### config.mk
export PLATFORM = sky130hd
export DESIGN_NAME = serial_paralelo_sync_flat
export DESIGN_NICKNAME = d
export VERILOG_FILES = /design/src/rtl/serial_paralelo_sync_if.sv /design/src/rtl/serial_paralelo_sync.sv /design/src/flat_wrapper.sv
export SDC_FILE = /design/constraint.sdc
export NUM_CORES = 1
export LEC_CHECK = 0
export ABC_CLOCK_PERIOD_IN_PS = 1700
export CORE_ASPECT_RATIO = 1.2
export CORE_MARGIN = 5
export CORE_UTILIZATION = 54
export DETAILED_ROUTE_END_ITERATION = 8
export PLACE_DENSITY_LB_ADDON = 0.1
export SLEW_MARGIN = 30
export SYNTH_ARGS = -nofsm -noshare
export SYNTH_HDL_FRONTEND = slang
export SYNTH_SLANG_ARGS = --single-unit
### constraint.sdc
create_clock -name clk_32f -period 1.7 [get_ports clk_32f]
set_input_delay 0.34 -clock clk_32f [delete_from_list [all_inputs] [get_ports clk_32f]]
set_output_delay 0.34 -clock clk_32f [all_outputs]
set_load 0.01 [all_outputs]
### src/rtl/serial_paralelo_sync_if.sv
// Serial link bundle between the line side (master) and the aligning receiver (slave).
// The master drives the serial bit stream and observes the recovered parallel words and status.
interface serial_paralelo_sync_if #(
   parameter int WIDTH = 8
);
   logic             data_out;
   logic [WIDTH-1:0] data_rx;
   logic             valid_rx;
   logic             active;
   logic             word_stb;

   modport master (
      output data_out,
      input  data_rx,
      input  valid_rx,
      input  active,
      input  word_stb
   );

   modport slave (
      input  data_out,
      output data_rx,
      output valid_rx,
      output active,
      output word_stb
   );
endinterface

### src/rtl/serial_paralelo_sync.sv
// Serial-to-parallel receiver on the bit clock: hunts for a comma at any bit offset,
// locks the word boundary, then emits aligned words once enough commas have been seen.
module serial_paralelo_sync #(
   parameter int               WIDTH      = 8,
   parameter logic [WIDTH-1:0] COMMA      = WIDTH'(8'hBC),
   parameter int               LOCK_COUNT = 4,
   parameter bit               LSB_FIRST  = 1'b1
) (
   input logic                    clk_32f,
   input logic                    reset,
   serial_paralelo_sync_if.slave  link
);

   localparam int BW = $clog2(WIDTH);
   localparam int FW = $clog2(WIDTH + 1);
   localparam int CW = $clog2(LOCK_COUNT + 1);

   typedef enum logic [1:0] {
      HUNT,
      ALIGN,
      ACTIVE
   } stateT;

   stateT            r_state;
   logic [WIDTH-1:0] r_shiftReg;
   logic [BW-1:0]    r_bitCnt;
   logic [FW-1:0]    r_fill;
   logic [CW-1:0]    r_commaCnt;
   logic [WIDTH-1:0] r_dataRx;
   logic             r_validRx;
   logic             r_active;
   logic             r_wordStb;

   logic [WIDTH-1:0] w_window;
   logic             w_fillDone;
   logic             w_isComma;
   logic             w_boundary;

   // The window already contains the bit sampled on this edge, so a word is judged
   // on the same edge that delivers its last bit.
   generate
      if (LSB_FIRST) begin : gLsbFirst
         assign w_window = {link.data_out, r_shiftReg[WIDTH-1:1]};
      end else begin : gMsbFirst
         assign w_window = {r_shiftReg[WIDTH-2:0], link.data_out};
      end
   endgenerate

   assign w_fillDone = (r_fill >= FW'(WIDTH - 1));
   assign w_isComma  = (w_window == COMMA);
   assign w_boundary = (r_bitCnt == BW'(WIDTH - 1));

   always_ff @(posedge clk_32f or negedge reset) begin
      if (!reset) begin
         r_state    <= HUNT;
         r_shiftReg <= '0;
         r_bitCnt   <= '0;
         r_fill     <= '0;
         r_commaCnt <= '0;
         r_dataRx   <= '0;
         r_validRx  <= 1'b0;
         r_active   <= 1'b0;
         r_wordStb  <= 1'b0;
      end else begin
         r_shiftReg <= w_window;
         r_validRx  <= 1'b0;
         r_wordStb  <= 1'b0;
         r_bitCnt   <= w_boundary ? '0 : r_bitCnt + 1'b1;
         if (r_fill != FW'(WIDTH)) begin
            r_fill <= r_fill + 1'b1;
         end

         case (r_state)
            HUNT: begin
               if (w_fillDone && w_isComma) begin
                  r_bitCnt   <= '0;
                  r_commaCnt <= CW'(1);
                  r_wordStb  <= 1'b1;
                  r_dataRx   <= w_window;
                  if (LOCK_COUNT == 1) begin
                     r_state  <= ACTIVE;
                     r_active <= 1'b1;
                  end else begin
                     r_state <= ALIGN;
                  end
               end
            end

            ALIGN: begin
               if (w_boundary) begin
                  r_wordStb <= 1'b1;
                  r_dataRx  <= w_window;
                  if (w_isComma) begin
                     if (int'(r_commaCnt) + 1 >= LOCK_COUNT) begin
                        r_commaCnt <= CW'(LOCK_COUNT);
                        r_state    <= ACTIVE;
                        r_active   <= 1'b1;
                     end else begin
                        r_commaCnt <= r_commaCnt + 1'b1;
                     end
                  end else begin
                     // A misaligned or corrupted word drops the lock attempt entirely.
                     r_commaCnt <= '0;
                     r_state    <= HUNT;
                  end
               end
            end

            ACTIVE: begin
               if (w_boundary) begin
                  r_wordStb <= 1'b1;
                  r_dataRx  <= w_window;
                  r_validRx <= !w_isComma;
               end
            end

            default: r_state <= HUNT;
         endcase
      end
   end

   assign link.data_rx  = r_dataRx;
   assign link.valid_rx = r_validRx;
   assign link.active   = r_active;
   assign link.word_stb = r_wordStb;

endmodule

### src/flat_wrapper.sv
// flat-port wrapper written by rule: the top's interface ports become plain ports
module serial_paralelo_sync_flat 
#(
   parameter int               WIDTH      = 8,
   parameter logic [WIDTH-1:0] COMMA      = WIDTH'(8'hBC),
   parameter int               LOCK_COUNT = 4,
   parameter bit               LSB_FIRST  = 1'b1
)
  (clk_32f, reset, link_data_out, link_data_rx, link_valid_rx, link_active, link_word_stb);
  serial_paralelo_sync_if #(.WIDTH(WIDTH)) link_i ();
  input logic clk_32f;
  input logic reset;
  input wire logic [$bits(link_i.data_out)-1:0] link_data_out;
  output wire logic [$bits(link_i.data_rx)-1:0] link_data_rx;
  output wire logic [$bits(link_i.valid_rx)-1:0] link_valid_rx;
  output wire logic [$bits(link_i.active)-1:0] link_active;
  output wire logic [$bits(link_i.word_stb)-1:0] link_word_stb;
  assign link_i.data_out = link_data_out;
  assign link_data_rx = link_i.data_rx;
  assign link_valid_rx = link_i.valid_rx;
  assign link_active = link_i.active;
  assign link_word_stb = link_i.word_stb;
  serial_paralelo_sync #(.WIDTH(WIDTH), .COMMA(COMMA), .LOCK_COUNT(LOCK_COUNT), .LSB_FIRST(LSB_FIRST)) u_core (.clk_32f(clk_32f), .reset(reset), .link(link_i));
endmodule
==> metrics.md, run 1 <==
| Metric | Value |
|---|---|
| Worst Setup End Kind | `flop` |
| GRT Util Overall | `0.165` |
| Crit start category | `flop` |
| Die H | `63.9 um` |
| Outcome | `finished clean` |
| CP Data Arrival Time | `~1.9 ns` |
| WL/cell | `roughly 14 um` |
| Reg-to-reg endpoint | `u_core.link.data_rx[4]$_DFFE_PN0P_` |
| Worst hold slack | `about 0.39 ns` |
| Yosys top cell area share | `0.575` |
| GRT overflow | `0` |
| Main area contributors after synthesis | `dfrtp_1 58%, mux2_2 10%, ha_1 8.6%, inv_1 1.7%, nand2_1 1.7%` |
| CTS buffer count | `5` |
| Hold Buf Count CTS | `0` |
| Max Cap Viol | `0` |
| Die area | `0.00350 mm2` |
| Reg2reg path depth | `5` |
| Minimum clock period after layout | `around 1.6 ns` |
| Initial antenna violation count | `0` |
| 1st-iter DRT viols | `4` |
| Top fanout value on the critical path | `8` |
| NumNets Final | `between 100 and 150` |
| Max Freq | `a little over 600 MHz` |
| Layout area overhead | `25.8%` |
| Multi-input gate area | `549 um2` |
| Clk root buf | `clkbuf_4` |
| Antenna diodes | `0` |
| Final Util | `0.712` |
| Leak Pwr | `~0.75 nW` |
| Top FF cell, synth | `dfrtp_1` |
| Post-synthesis cell count | `between 90 and 100` |
| CTS max path bufs | `2` |
| First-pass GRT wire length | `between 4000 and 5000 um` |
| Share of cells above drive strength 1 | `0.292` |
| DP Cell Count | `around 150` |
| R2r setup slk | `between 0.06 and 0.07 ns` |
| CTS tree | `done` |
| Async SR Flop Fraction | `1.00` |
| Number of enable flip-flop cells after synthesis | `0` |
| Pwr Density | `~1400 mW/mm2` |
| H-tree Lvls | `2` |
| Initial core utilization | `0.566` |
| Clk pin slew, worst setup/hold paths | `0.09 ns` |
| Final Slew Violations | `0` |
| Skew-Pair Late Insertion Delay | `between 0.3 and 0.4 ns` |
| Skew final | `roughly 0.014 ns` |
| Drt total wl | `between 2000 and 2500 um` |
| DRC errors left | `0` |
| Hold WC Path Type | `in2async` |
| HPWL after DPL | `around 1600 um` |
| Mapped Nets | `between 100 and 150` |
| Synth cell types | `29` |
| Final Power | `between 0.002 and 0.0025 W` |
| Core Box Area | `roughly 0.0023 mm2` |
| Layout fillers | `between 150 and 200` |
| Final period utilization | `0.963` |
| GP Congestion | `0.761` |
| Number of global-route vias before repair | `879` |
| Mean Syn Cell Area | `around 13 um2` |
| # IOs | `14` |
| Worst endpoint required time | `around 1.9 ns` |
| FF+latch area | `between 700 and 800 um2` |
| Most frequent cell after synthesis | `dfrtp_1` |
| Post-route setup TNS | `0 ns` |
| Slew margin rel. | `0.748` |
| Largest net degree at the start of global routing | `31` |
| Synth warn | `0` |
| VDD IR max | `roughly 0.0012 V` |
| Num Clock Sinks | `30` |
| Final hold viol count | `0` |
| Critical path class | `reg2reg` |
| Register area share after synthesis | `0.575` |
| Vias | `between 800 and 900` |
| Worst-Margin Slew | `roughly 0.38 ns` |
| RSZ-0062 raised after global routing | `false` |
| FF-to-FF Start | `u_core.r_fill[0]$_DFFE_PN0P_` |
| Synthesized cell area | `about 0.0013 mm2` |
| Post-synthesis register bit count | `30` |
| Largest area contributor in the netlist | `dfrtp_1` |
| Setup Viol. Count Final | `0` |
| Initial DRT Pass Iterations | `3` |
| DRT antenna net count | `0` |
| Die X-Extent | `54.9 um` |
| Vias per cell | `between 5 and 6` |
| Row count | `19` |
| IO Port Bufs | `13` |
| Final std cells w/o fill | `between 150 and 200` |
| Commonest cells in the netlist | `30 x dfrtp_1, 12 x mux2_2, 9 x ha_1` |
==> worst max-delay path, stage by stage (launching register included) <==
cell and delay [ns]:
dfrtp_1 0.40, ha_1 0.22, a21o_1 0.20, a31o_4 0.28, nand2_8 0.09, mux2_2 0.33
==> worst max-delay path by stage <==
stage                                  from                            endpoint  slack [ns]  cells after the start
3_5_place_dp                  link_data_out    u_core.r_commaCnt[2]$_DFFE_PN0P_       -0.22                      5
4_1_cts        u_core.r_fill[0]$_DFFE_PN0P_  u_core.link.data_rx[7]$_DFFE_PN0P_        0.02                      5
3_3_place_gp                  link_data_out    u_core.r_commaCnt[1]$_DFFE_PN0P_       -0.14                      5
2_1_floorplan  u_core.r_fill[0]$_DFFE_PN0P_  u_core.link.data_rx[0]$_DFFE_PN0P_         0.1                      5
5_1_grt        u_core.r_fill[0]$_DFFE_PN0P_  u_core.link.data_rx[0]$_DFFE_PN0P_      0.0005                      5
6_report       u_core.r_fill[0]$_DFFE_PN0P_  u_core.link.data_rx[4]$_DFFE_PN0P_        0.06                      5
==> per-layer routing <==
layer  vias to the layer above  routed length (um)  GRT usage
li1                        409                   -          -
met1                       412                 945      0.193
met4                         0                  57      0.103
met2                        15                1100      0.243
met5                         -                   0          0
met3                         5                 108     0.0698
==> metrics by stage <==
| stage | area (um2) | worst slack [ns] |
|---|---|---|
| finish | 1640 | 0.0632 |
| global route | 1640 | 0.000458 |
| CTS | 1620 | 0.0184 |
| detailed placement | 1540 | -0.219 |
| global placement | 1540 | -0.142 |
| floorplan | 1310 | 0.0970 |
==> what timing repair did <==
action                     in CTS  in global routing
gates resized for setup         0                  4
buffers inserted                0                  1
setup endpoints to repair       0                  9
==> final cells by class <==
type,instances,area share
Multi-Input combinational cell,63,0.335
Clock inverter,1,0.0183
Clock buffer,7,0.0274
Sequential cell,30,0.457
Timing Repair Buffer,23,0.125
Inverter,6,0.0137
Tap cell,31,0.0236
==> sequential cells by signal (all words and copies together), names as in the netlist <==
| signal | count |
|---|---|
| u_core.r_bitCnt | 3 |
| u_core.r_fill | 4 |
| u_core.link.word_stb | 1 |
| u_core.link.active | 1 |
| u_core.r_state | 2 |
| u_core.link.valid_rx | 1 |
| u_core.r_commaCnt | 3 |
| u_core.r_shiftReg | 7 |
| u_core.link.data_rx | 8 |
==> where the power goes <==
part	internal [W]	total (W)	switching [W]
Clock	0.000312	0.000542	0.000230
Sequential	0.000871	0.000948	0.0000769
Combinational	0.000474	0.000838	0.000364
Total	0.00166	0.00233	0.000671
==> logic make-up after synthesis <==
| group | share of synthesized area |
|---|---|
| AOI/OAI and AO/OA | 0.0825 |
| and+or+nand+nor | 0.114 |
| muxes | 0.111 |
| buffers and inverters | 0.0173 |
| xor gates and xnor gates | 0.0134 |
| DFF | 0.575 |
| adders and majority gates | 0.0863 |
==> placed cells by master, fill, tap and decap left out, types with 2 or more instances in the layout <==
| cell type | netlist | routed |
|---|---|---|
| nand2_1 | 6 | 6 |
| dfrtp_1 | 30 | 30 |
| clkbuf_1 | 0 | 2 |
| mux2_2 | 12 | 12 |
| a21oi_2 | 1 | 2 |
| and2_2 | 2 | 2 |
| a21oi_1 | 4 | 3 |
| a31oi_1 | 2 | 2 |
| clkbuf_4 | 0 | 5 |
| nor2b_1 | 2 | 2 |
| ha_2 | 0 | 2 |
| inv_1 | 6 | 6 |
| nor2_1 | 4 | 4 |
| xnor2_1 | 2 | 2 |
| clkdlybuf4s50_1 | 0 | 13 |
| buf_4 | 0 | 10 |
| nand3_1 | 2 | 2 |
| nor3b_1 | 2 | 2 |
| ha_1 | 9 | 7 |
Power figures use the tool's default switching activity.
==> run 2, diff against run 1 <==
Settings changed: CAP_MARGIN set to 20, SKIP_LAST_GASP set to 1.
==> results of run 2 <==
No change in the layout: final DEF, timing and power equal those of run 1.
==> run 3, diff against run 2 <==
Settings changed: SLEW_MARGIN 30 to unset.
==> results of run 3 <==
No change in the layout: final DEF, timing and power equal those of run 1.
